### src/rtl/wb_intc.sv
// Wishbone interrupt controller: NUM_IRQ prioritised maskable channels plus an edge NMI.
// Registered ack one cycle after strobe; INTA vector latched on the rising edge of inta_i.
module wb_intc #(
    parameter int          NUM_IRQ     = 4,
    parameter int          SYNC_STAGES = 2,
    parameter logic [7:0]  VEC_BASE    = 8'h0C,
    parameter logic [7:0]  NMI_VEC     = 8'h02
) (
    input  logic               clk,
    input  logic               rst,
    input  logic               wb_stb_i,
    input  logic               wb_cyc_i,
    input  logic               wb_we_i,
    input  logic [2:0]         wb_adr_i,
    input  logic [1:0]         wb_sel_i,
    input  logic [15:0]        wb_dat_i,
    output logic [15:0]        wb_dat_o,
    output logic               wb_ack_o,
    input  logic [NUM_IRQ-1:0] irq_i,
    input  logic               nmi_i,
    output logic               intr_o,
    input  logic               inta_i,
    output logic               nmi_o,
    input  logic               nmia_i,
    output logic [7:0]         vec_o
);

    typedef enum logic {IDLE, ACK} state_t;

    state_t                              state_q, state_d;
    logic [SYNC_STAGES-1:0][NUM_IRQ-1:0] irq_sync_q;
    logic [NUM_IRQ-1:0]                  irq_prev_q;
    logic [SYNC_STAGES-1:0]              nmi_sync_q;
    logic                                nmi_prev_q;
    logic                                inta_prev_q;
    logic                                nmia_prev_q;
    logic [NUM_IRQ-1:0]                  mask_q, mask_d;
    logic [NUM_IRQ-1:0]                  mode_q, mode_d;
    logic [NUM_IRQ-1:0]                  pend_q, pend_d;
    logic [NUM_IRQ-1:0]                  isr_q, isr_d;
    logic [7:0]                          vec_q, vec_d;
    logic                                nmi_q, nmi_d;
    logic                                intr_q, intr_d;
    logic                                ack_q, ack_d;
    logic [15:0]                         dat_q, dat_d;

    logic [NUM_IRQ-1:0] irq_s, irq_edge, elig, take_oh, eoi_clr;
    logic               nmi_s, nmi_edge, nmia_rise, inta_rise;
    logic               top_vld, blocked;
    logic [2:0]         top_idx;
    logic               acc, wr;
    logic [15:0]        rdata;
    logic               unused_bits;

    assign unused_bits = ^{wb_dat_i[15:8], wb_sel_i[1]};

    assign irq_s     = irq_sync_q[SYNC_STAGES-1];
    assign irq_edge  = irq_s & ~irq_prev_q;
    assign nmi_s     = nmi_sync_q[SYNC_STAGES-1];
    assign nmi_edge  = nmi_s & ~nmi_prev_q;
    assign nmia_rise = nmia_i & ~nmia_prev_q;
    assign acc       = wb_stb_i & wb_cyc_i & ~ack_q;
    assign wr        = acc & wb_we_i & wb_sel_i[0];

    // Fully nested: any in-service bit at or above a channel's priority blocks it.
    // top_idx defaults to 7 so a spurious INTA naturally latches VEC_BASE+7.
    always_comb begin
        elig    = '0;
        blocked = 1'b0;
        for (int n = 0; n < NUM_IRQ; n++) begin
            blocked = blocked | isr_q[n];
            elig[n] = pend_q[n] & ~mask_q[n] & ~blocked;
        end
        top_vld = 1'b0;
        top_idx = 3'd7;
        for (int n = NUM_IRQ - 1; n >= 0; n--) begin
            if (elig[n]) begin
                top_vld = 1'b1;
                top_idx = 3'(n);
            end
        end
    end

    always_comb begin
        state_d   = state_q;
        inta_rise = 1'b0;
        case (state_q)
            IDLE: begin
                if (inta_i && !inta_prev_q) begin
                    inta_rise = 1'b1;
                    state_d   = ACK;
                end
            end
            ACK: begin
                if (!inta_i) state_d = IDLE;
            end
            default: state_d = IDLE;
        endcase
    end

    always_comb begin
        take_oh = '0;
        if (inta_rise && top_vld) take_oh = NUM_IRQ'(1) << top_idx;

        eoi_clr = '0;
        if (wr && wb_adr_i == 3'd0) begin
            if (wb_dat_i[7])
                eoi_clr = isr_q & (~isr_q + NUM_IRQ'(1));
            else if (int'(wb_dat_i[2:0]) < NUM_IRQ)
                eoi_clr = NUM_IRQ'(1) << wb_dat_i[2:0];
        end

        mask_d = mask_q;
        mode_d = mode_q;
        if (wr && wb_adr_i == 3'd1) mask_d = wb_dat_i[NUM_IRQ-1:0];
        if (wr && wb_adr_i == 3'd2) mode_d = wb_dat_i[NUM_IRQ-1:0];

        // Edge channels: a new edge beats a same-cycle acknowledge clear.
        pend_d = (mode_q & irq_s) | (~mode_q & ((pend_q & ~take_oh) | irq_edge));
        isr_d  = (isr_q & ~eoi_clr) | take_oh;
        vec_d  = inta_rise ? (VEC_BASE + {5'b0, top_idx}) : vec_q;
        intr_d = top_vld & (state_q != ACK);
        nmi_d  = nmi_edge | (nmi_q & ~nmia_rise);
        ack_d  = acc;
    end

    always_comb begin
        rdata = '0;
        case (wb_adr_i)
            3'd1:    rdata = 16'(mask_q);
            3'd2:    rdata = 16'(mode_q);
            3'd3:    rdata = 16'(pend_q);
            3'd4:    rdata = 16'(isr_q);
            3'd5:    rdata = {9'b0, top_idx, 2'b0, nmi_q, intr_q};
            default: rdata = '0;
        endcase
        dat_d = (acc && !wb_we_i) ? rdata : '0;
    end

    always_ff @(posedge clk) begin
        if (rst) begin
            state_q     <= IDLE;
            irq_sync_q  <= '0;
            irq_prev_q  <= '0;
            nmi_sync_q  <= '0;
            nmi_prev_q  <= 1'b0;
            inta_prev_q <= 1'b0;
            nmia_prev_q <= 1'b0;
            mask_q      <= '1;
            mode_q      <= '0;
            pend_q      <= '0;
            isr_q       <= '0;
            vec_q       <= '0;
            nmi_q       <= 1'b0;
            intr_q      <= 1'b0;
            ack_q       <= 1'b0;
            dat_q       <= '0;
        end else begin
            state_q     <= state_d;
            irq_sync_q  <= {irq_sync_q[SYNC_STAGES-2:0], irq_i};
            irq_prev_q  <= irq_s;
            nmi_sync_q  <= {nmi_sync_q[SYNC_STAGES-2:0], nmi_i};
            nmi_prev_q  <= nmi_s;
            inta_prev_q <= inta_i;
            nmia_prev_q <= nmia_i;
            mask_q      <= mask_d;
            mode_q      <= mode_d;
            pend_q      <= pend_d;
            isr_q       <= isr_d;
            vec_q       <= vec_d;
            nmi_q       <= nmi_d;
            intr_q      <= intr_d;
            ack_q       <= ack_d;
            dat_q       <= dat_d;
        end
    end

    assign wb_ack_o = ack_q;
    assign wb_dat_o = dat_q;
    assign intr_o   = intr_q;
    assign nmi_o    = nmi_q;
    assign vec_o    = nmia_i ? NMI_VEC : (inta_i ? vec_q : 8'h00);

endmodule

### config.mk
export PLATFORM = sky130hd
export DESIGN_NAME = wb_intc
export DESIGN_NICKNAME = d
export VERILOG_FILES = /design/src/rtl/wb_intc.sv
export SDC_FILE = /design/constraint.sdc
export NUM_CORES = 1
export LEC_CHECK = 0
export BUFFER_PORTS_ARGS = -buffer_cell sky130_fd_sc_hd__buf_2
export CAP_MARGIN = 20
export CORE_ASPECT_RATIO = 0.6
export CORE_MARGIN = 5
export CORE_UTILIZATION = 55
export CTS_BUF_LIST = sky130_fd_sc_hd__clkbuf_4
export DETAILED_ROUTE_END_ITERATION = 10
export PLACE_DENSITY = 0.84
export RECOVER_POWER = 25
export SYNTH_ARGS = -nofsm -noshare
export SYNTH_HDL_FRONTEND = slang
export SYNTH_SLANG_ARGS = --single-unit
### constraint.sdc
create_clock -name clk -period 2.95 [get_ports clk]
set_input_delay 0.295 -clock clk [delete_from_list [all_inputs] [get_ports clk]]
set_output_delay 0.295 -clock clk [all_outputs]
set_load 0.02 [all_outputs]
==> reports/qor.yml, run 1 <==
setup_path:
  cp_data_arrival_time_ps: 2350
  end_kind: "flip-flop"
  crit_type: "input pin to flip-flop"
  cp_max_fo: 53
  startpoint_type: "input pin"
  crit_required_ps: 3220
  r2r_cells: 3
finish:
  drive_gt1_frac: 0.221
  fin_nets: 285
  diodes: 0
  syn2layout_area_growth_pct: 9.24
status:
  violations: "max-capacitance violations, max-slew violations"
  status: "finished with violations"
logic_synthesis:
  synth.top_cell.area_share: 0.449
  synth_common_cells: "48 x dfxtp_1, 21 x nor2b_1, 16 x nor2_1, 13 x buf_4, 12 x nand2b_1"
  yosysWarnings: 0
  synth_area_leaders: "dfxtp_1 45%, nor2b_1 6.1%, mux2i_1 4.7%, buf_4 4.6%, nand2b_1 3.5%"
  synth-seq-cells: 48
  yosys.cell_types.count: 48
  ys_dominant_reg_cell: "dfxtp_1"
  synth.largest_area_cell: "dfxtp_1"
  synth_area_um2: 2140
  synth_edf_count: 0
  seq_area_frac_synth: 0.449
  syn_inst: 221
  synth.most_common_cell: "dfxtp_1"
  async_reset_ff_frac: 0
  syn_area_per_cell_um2: 9.68
clock_tree:
  cts-resized-gates: 0
  cts_hold_buf: 0
  insertion_delay_ps: 360
  cts_buffers: 5
  clkTransAtPathRegs_ps: 130
  htreeDepth: 2
  cts_tree: "yes"
  post_cts_buffers: 0
  clock-root-buffer: "clkbuf_4"
  cts_buffer_depth: 2
  numClockSinks: 48
pwr:
  p_seq_frac: 0.624
  ir_drop_mv: 0.302
  p_int_uw: 807
  leakage_uw: 0.000919
  clockPowerShare: 0.269
  p_sw_frac: 0.259
  p_sw_uw: 282
  power-per-cell-area_nw_per_um2: 466
  power_uw: 1090
  combPwrFrac: 0.107
timing:
  hold_slack_ps: 126
  fmax_mhz: 481
  setup_viol: 0
  finClkSkew_ps: 8.75
  maxSlewViolCount: 54
  rsz0062_at_grt: "false"
  period_share: 0.705
  tns_ps: 0
  tightest_slew_ps: 2020
  slew_headroom: -0.348
  hold_violations: 0
  period_minus_slack_ps: 2080
route:
  drc: 0
  routed_wl_um: 4280
  firstDrtPassIters: 4
  via_per_inst: 5.48
  dr.first_iter.drc_count: 77
  vias: 1645
  wl_per_cell_um: 14.3
  ant_nets: 0
global_route:
  grt_antenna_before_repair: 0
  grt_overflow: 0
  grt_first_pass_wirelength_um: 6980
  grt_util_met2: 0.216
  grt_max_degree: 54
  grt_pass1_vias: 1397
  grt.busiest_layer: "met1"
  grtUsageTotal: 0.163
  grtUsageMet1: 0.240
  use_met3: 0.0651
flow_run:
  max_cap_viol_count: 1
floorplanning:
  start_util: 0.578
  rows: 17
  core_um2: 3700
  die_area_um2: 5280
  die_h_um: 58.3
  die_w_um: 90.5
  ios: 60
placed_design:
  dp_hpwl_um: 3230
  place_congestion: 0.849
  numPortBuffers: 35
min_path:
  holdPathStages: 2
  hp-class: "input pin to flip-flop"
## worst max-delay path, cell delays in order
cell,delay (ps)
clkbuf_1,1410
inv_1,290
a32o_1,330
## per-stage QoR
| stage | worst slack, ps | instances | area, um2 | util |
|---|---|---|---|---|
| final | 869 | 300 | 2340 | 0.632 |
| after global routing | 655 | 300 | 2340 | 0.632 |
| after CTS | 1150 | 300 | 2340 | 0.632 |
| after detailed placement | 1120 | 292 | 2280 | 0.617 |
| after global placement | 1160 | 292 | 2280 | 0.617 |
| after floorplan | 1390 | 232 | 2180 | - |
## final timing paths
| kind | start | end | slack [ps] |
|---|---|---|---|
| setup / recovery | rst | isr_q[3] | 870 |
| hold / removal | irq_i[1] | irq_sync_q[1] | 130 |
| setup reg to reg | isr_q[0] | isr_q[3] | 1140 |
| hold reg to reg | irq_sync_q[2] | irq_s[2] | 450 |
## routing by layer
layer | wire length [um] | part of all wire
met1 | 2100 | 0.49
met2 | 1710 | 0.40
met3 | 427 | 0.10
met4 | 37 | 0.0086
met5 | 0 | 0
## flip-flops by register name, indices dropped and copies added, names as in the netlist, 2 cells and up
register	cells
irq_sync_q	4
isr_q	4
vec_q	4
irq_prev_q	4
nmi_sync_q	2
mask_q	4
wb_dat_o	7
irq_s	4
mode_q	4
pend_q	4
## area by class of cell
| type | count | area, um2 |
|---|---|---|
| clock buffers | 5 | 37.5 |
| repair buffers | 35 | 174 |
| multi-input cells | 155 | 1060 |
| inverters | 7 | 26.3 |
| fillers | 316 | 1360 |
| flip-flops and latches | 48 | 961 |
| well taps | 47 | 58.8 |
| clock inverters | 3 | 18.8 |
## cell usage in the layout (no fill, tap or decap), types with 3 or more instances in the layout
cell      instances
a221oi_1          4
inv_1             7
or4b_2            3
nand2_1           9
nor2_1           16
and2_1            3
mux2i_1          10
nand2b_1         12
nand3b_1          4
conb_1           12
mux2_2            4
nor3_1            5
a311oi_1          3
nor2b_1          21
a21oi_1           4
buf_2            34
a211oi_1          6
nor3b_1           3
clkbuf_4          5
dfxtp_1          48
## power by group through the flow
stage	combinational, uW	clock (uW)	sequential (uW)
finish	117	293	679
global route	129	329	682
CTS	116	303	679
detailed placement	116	0	693
global placement	113	0	693
floorplan	93.3	0	693
## cell families (layout without fill, tap and decap cells)
kind of cell,count (synthesis),count (layout),share of synthesized area
compound gates,37,37,0.136
buf+inv,29,50,0.0743
flops,48,48,0.449
mux,14,14,0.0678
other cells,1,12,0.00175
simple gates,92,92,0.271
Note: power is estimated with default switching activity, not from simulation.
==> run 2: changes to the inputs <==
CORE_UTILIZATION = 54   (was 55)
PLACE_DENSITY = 0.82   (was 0.84)
clock period = 2 ns   (was 2.95 ns; I/O delays follow)
==> run 2 against run 1 <==
- the flow now finishes without violations
- register-to-register slack worse by 840 ps
- worst setup slack worse by 570 ps
- first-iteration DRC count is 19% higher
- global-route usage is 0.62 points higher
- die area is 1.6% higher
- combinational power is 49% higher
- critical path depth stayed put
- via count is 0.30% higher
- core utilization is 1.4 points higher
- sequential power is 47% higher
- clock power is 140% higher
- flip-flop and latch count stayed put
- largest cell class unchanged
- highest routed layer unchanged
==> reports/qor.yml, run 2 (synthesis results as in run 1) <==
finish:
  finish.instance_area_um2: 2420
  drive_gt1_frac: 0.229
  largest_reg_flops: 7
  fin_nets: 290
  syn2layout_area_growth_pct: 13.0
  fill_cells: 340
  diodes: 0
  final_cell_mix: "48 x dfxtp_1, 34 x buf_2, 21 x nor2b_1"
  final_common_cell: "dfxtp_1"
global_route:
  grt_overflow: 0
  grt_antenna_before_repair: 0
  grtUsageMet1: 0.257
  grt.busiest_layer: "met1"
  grtUsageTotal: 0.169
  grt_pass1_vias: 1455
  grt_max_degree: 21
  grt_util_met2: 0.228
  grt_first_pass_wirelength_um: 7160
  use_met3: 0.0575
timing:
  fmax_mhz: 587
  slew_headroom: 0.494
  tns_ps: 0
  rsz0062_at_grt: "false"
  timing.final.ws_setup_ps: 296
  hold_violations: 0
  maxSlewViolCount: 0
  setup_viol: 0
  hold_slack_ps: 38.1
  period_minus_slack_ps: 1700
  period_share: 0.852
  tightest_slew_ps: 758
  finClkSkew_ps: 8.92
pwr:
  ir_drop_mv: 0.682
  p_seq_frac: 0.534
  p_sw_uw: 429
  p_int_uw: 1450
  p_sw_frac: 0.228
  power-per-cell-area_nw_per_um2: 777
  combPwrFrac: 0.093
  power_uw: 1880
  clockPowerShare: 0.373
  leakage_uw: 0.000958
placed_design:
  place_area_um2: 2320
  dp_hpwl_um: 3410
  place_ws_ps: 312
  numPortBuffers: 35
  place_congestion: 0.863
floorplanning:
  die_h_um: 58.8
  rows: 17
  core_um2: 3740
  ios: 60
  die_area_um2: 5360
  start_util: 0.572
  die_w_um: 91.3
clock_tree:
  post_cts_buffers: 0
  htreeDepth: 2
  insertion_delay_ps: 360
  cts_hold_buf: 0
  clkTransAtPathRegs_ps: 140
  cts_buffers: 5
  numClockSinks: 48
  clock-root-buffer: "clkbuf_4"
  cts_tree: "yes"
  cts_buffer_depth: 2
  cts-resized-gates: 0
route:
  dr.first_iter.drc_count: 92
  drc: 0
  wl_per_cell_um: 14.7
  via_per_inst: 5.41
  routed_wl_um: 4470
  ant_nets: 0
  firstDrtPassIters: 4
  vias: 1650
min_path:
  holdPathStages: 2
  holdPathEnd: "nmi_sync_q[0]"
  min_from: "nmi_i"
  hp-class: "input pin to flip-flop"
setup_path:
  end_kind: "flip-flop"
  cp_data_arrival_time_ps: 1980
  crit_type: "flip-flop to flip-flop"
  crit_required_ps: 2270
  r2r_slack_ps: 300
  r2r-start: "isr_q[2]"
  reg2reg_to: "pend_q[2]"
  startpoint_type: "flip-flop"
  cp_max_fo: 8
  r2r_cells: 3
flow_run:
  max_cap_viol_count: 0
status:
  status: "complete, no violations"
==> run 2: how the worst max path moves through the flow <==
stage	end	start	slack [ps]
CTS	pend_q[2]	isr_q[2]	310
global placement	pend_q[2]	isr_q[2]	320
detailed placement	pend_q[2]	isr_q[2]	310
global route	pend_q[2]	isr_q[2]	260
floorplan	pend_q[2]	isr_q[2]	440
finish	pend_q[2]	isr_q[2]	300
==> run 2: worst max-delay path, cell delays in order (launching register included) <==
cell	delay, ps
dfxtp_1	410
or4b_1	550
a2111o_1	450
a22o_1	220
==> run 2: per-layer routing <==
| layer | part of all wire | up-vias |
|---|---|---|
| met2 | 0.38 | 66 |
| met4 | 0.0060 | 0 |
| met3 | 0.11 | 4 |
| met1 | 0.50 | 747 |
| met5 | 0 | - |
| li1 | - | 833 |
==> run 2: through the flow <==
step                cells   util
floorplan             232      -
global placement      297  0.620
detailed placement    297  0.620
CTS                   305  0.648
global route          305  0.646
finish                305  0.646
==> run 2: area by class of cell <==
type                       instances  area [um2]  share of cell area
tap                               47        58.8              0.0243
timing repair buffer              40         204              0.0844
multi-input combinational        155        1060               0.439
clock inverter                     3        68.8              0.0285
clock buffer                       5        37.5              0.0155
sequential                        48         961               0.398
inverter                           7        26.3              0.0109
==> run 2: power groups by stage <==
stage / clock, uW / combinational [uW] / sequential, uW
floorplan: 0 / 138 / 1020
global placement: 0 / 171 / 1020
detailed placement: 0 / 174 / 1020
CTS: 716 / 175 / 1000
global route: 761 / 193 / 1010
finish: 701 / 174 / 1000
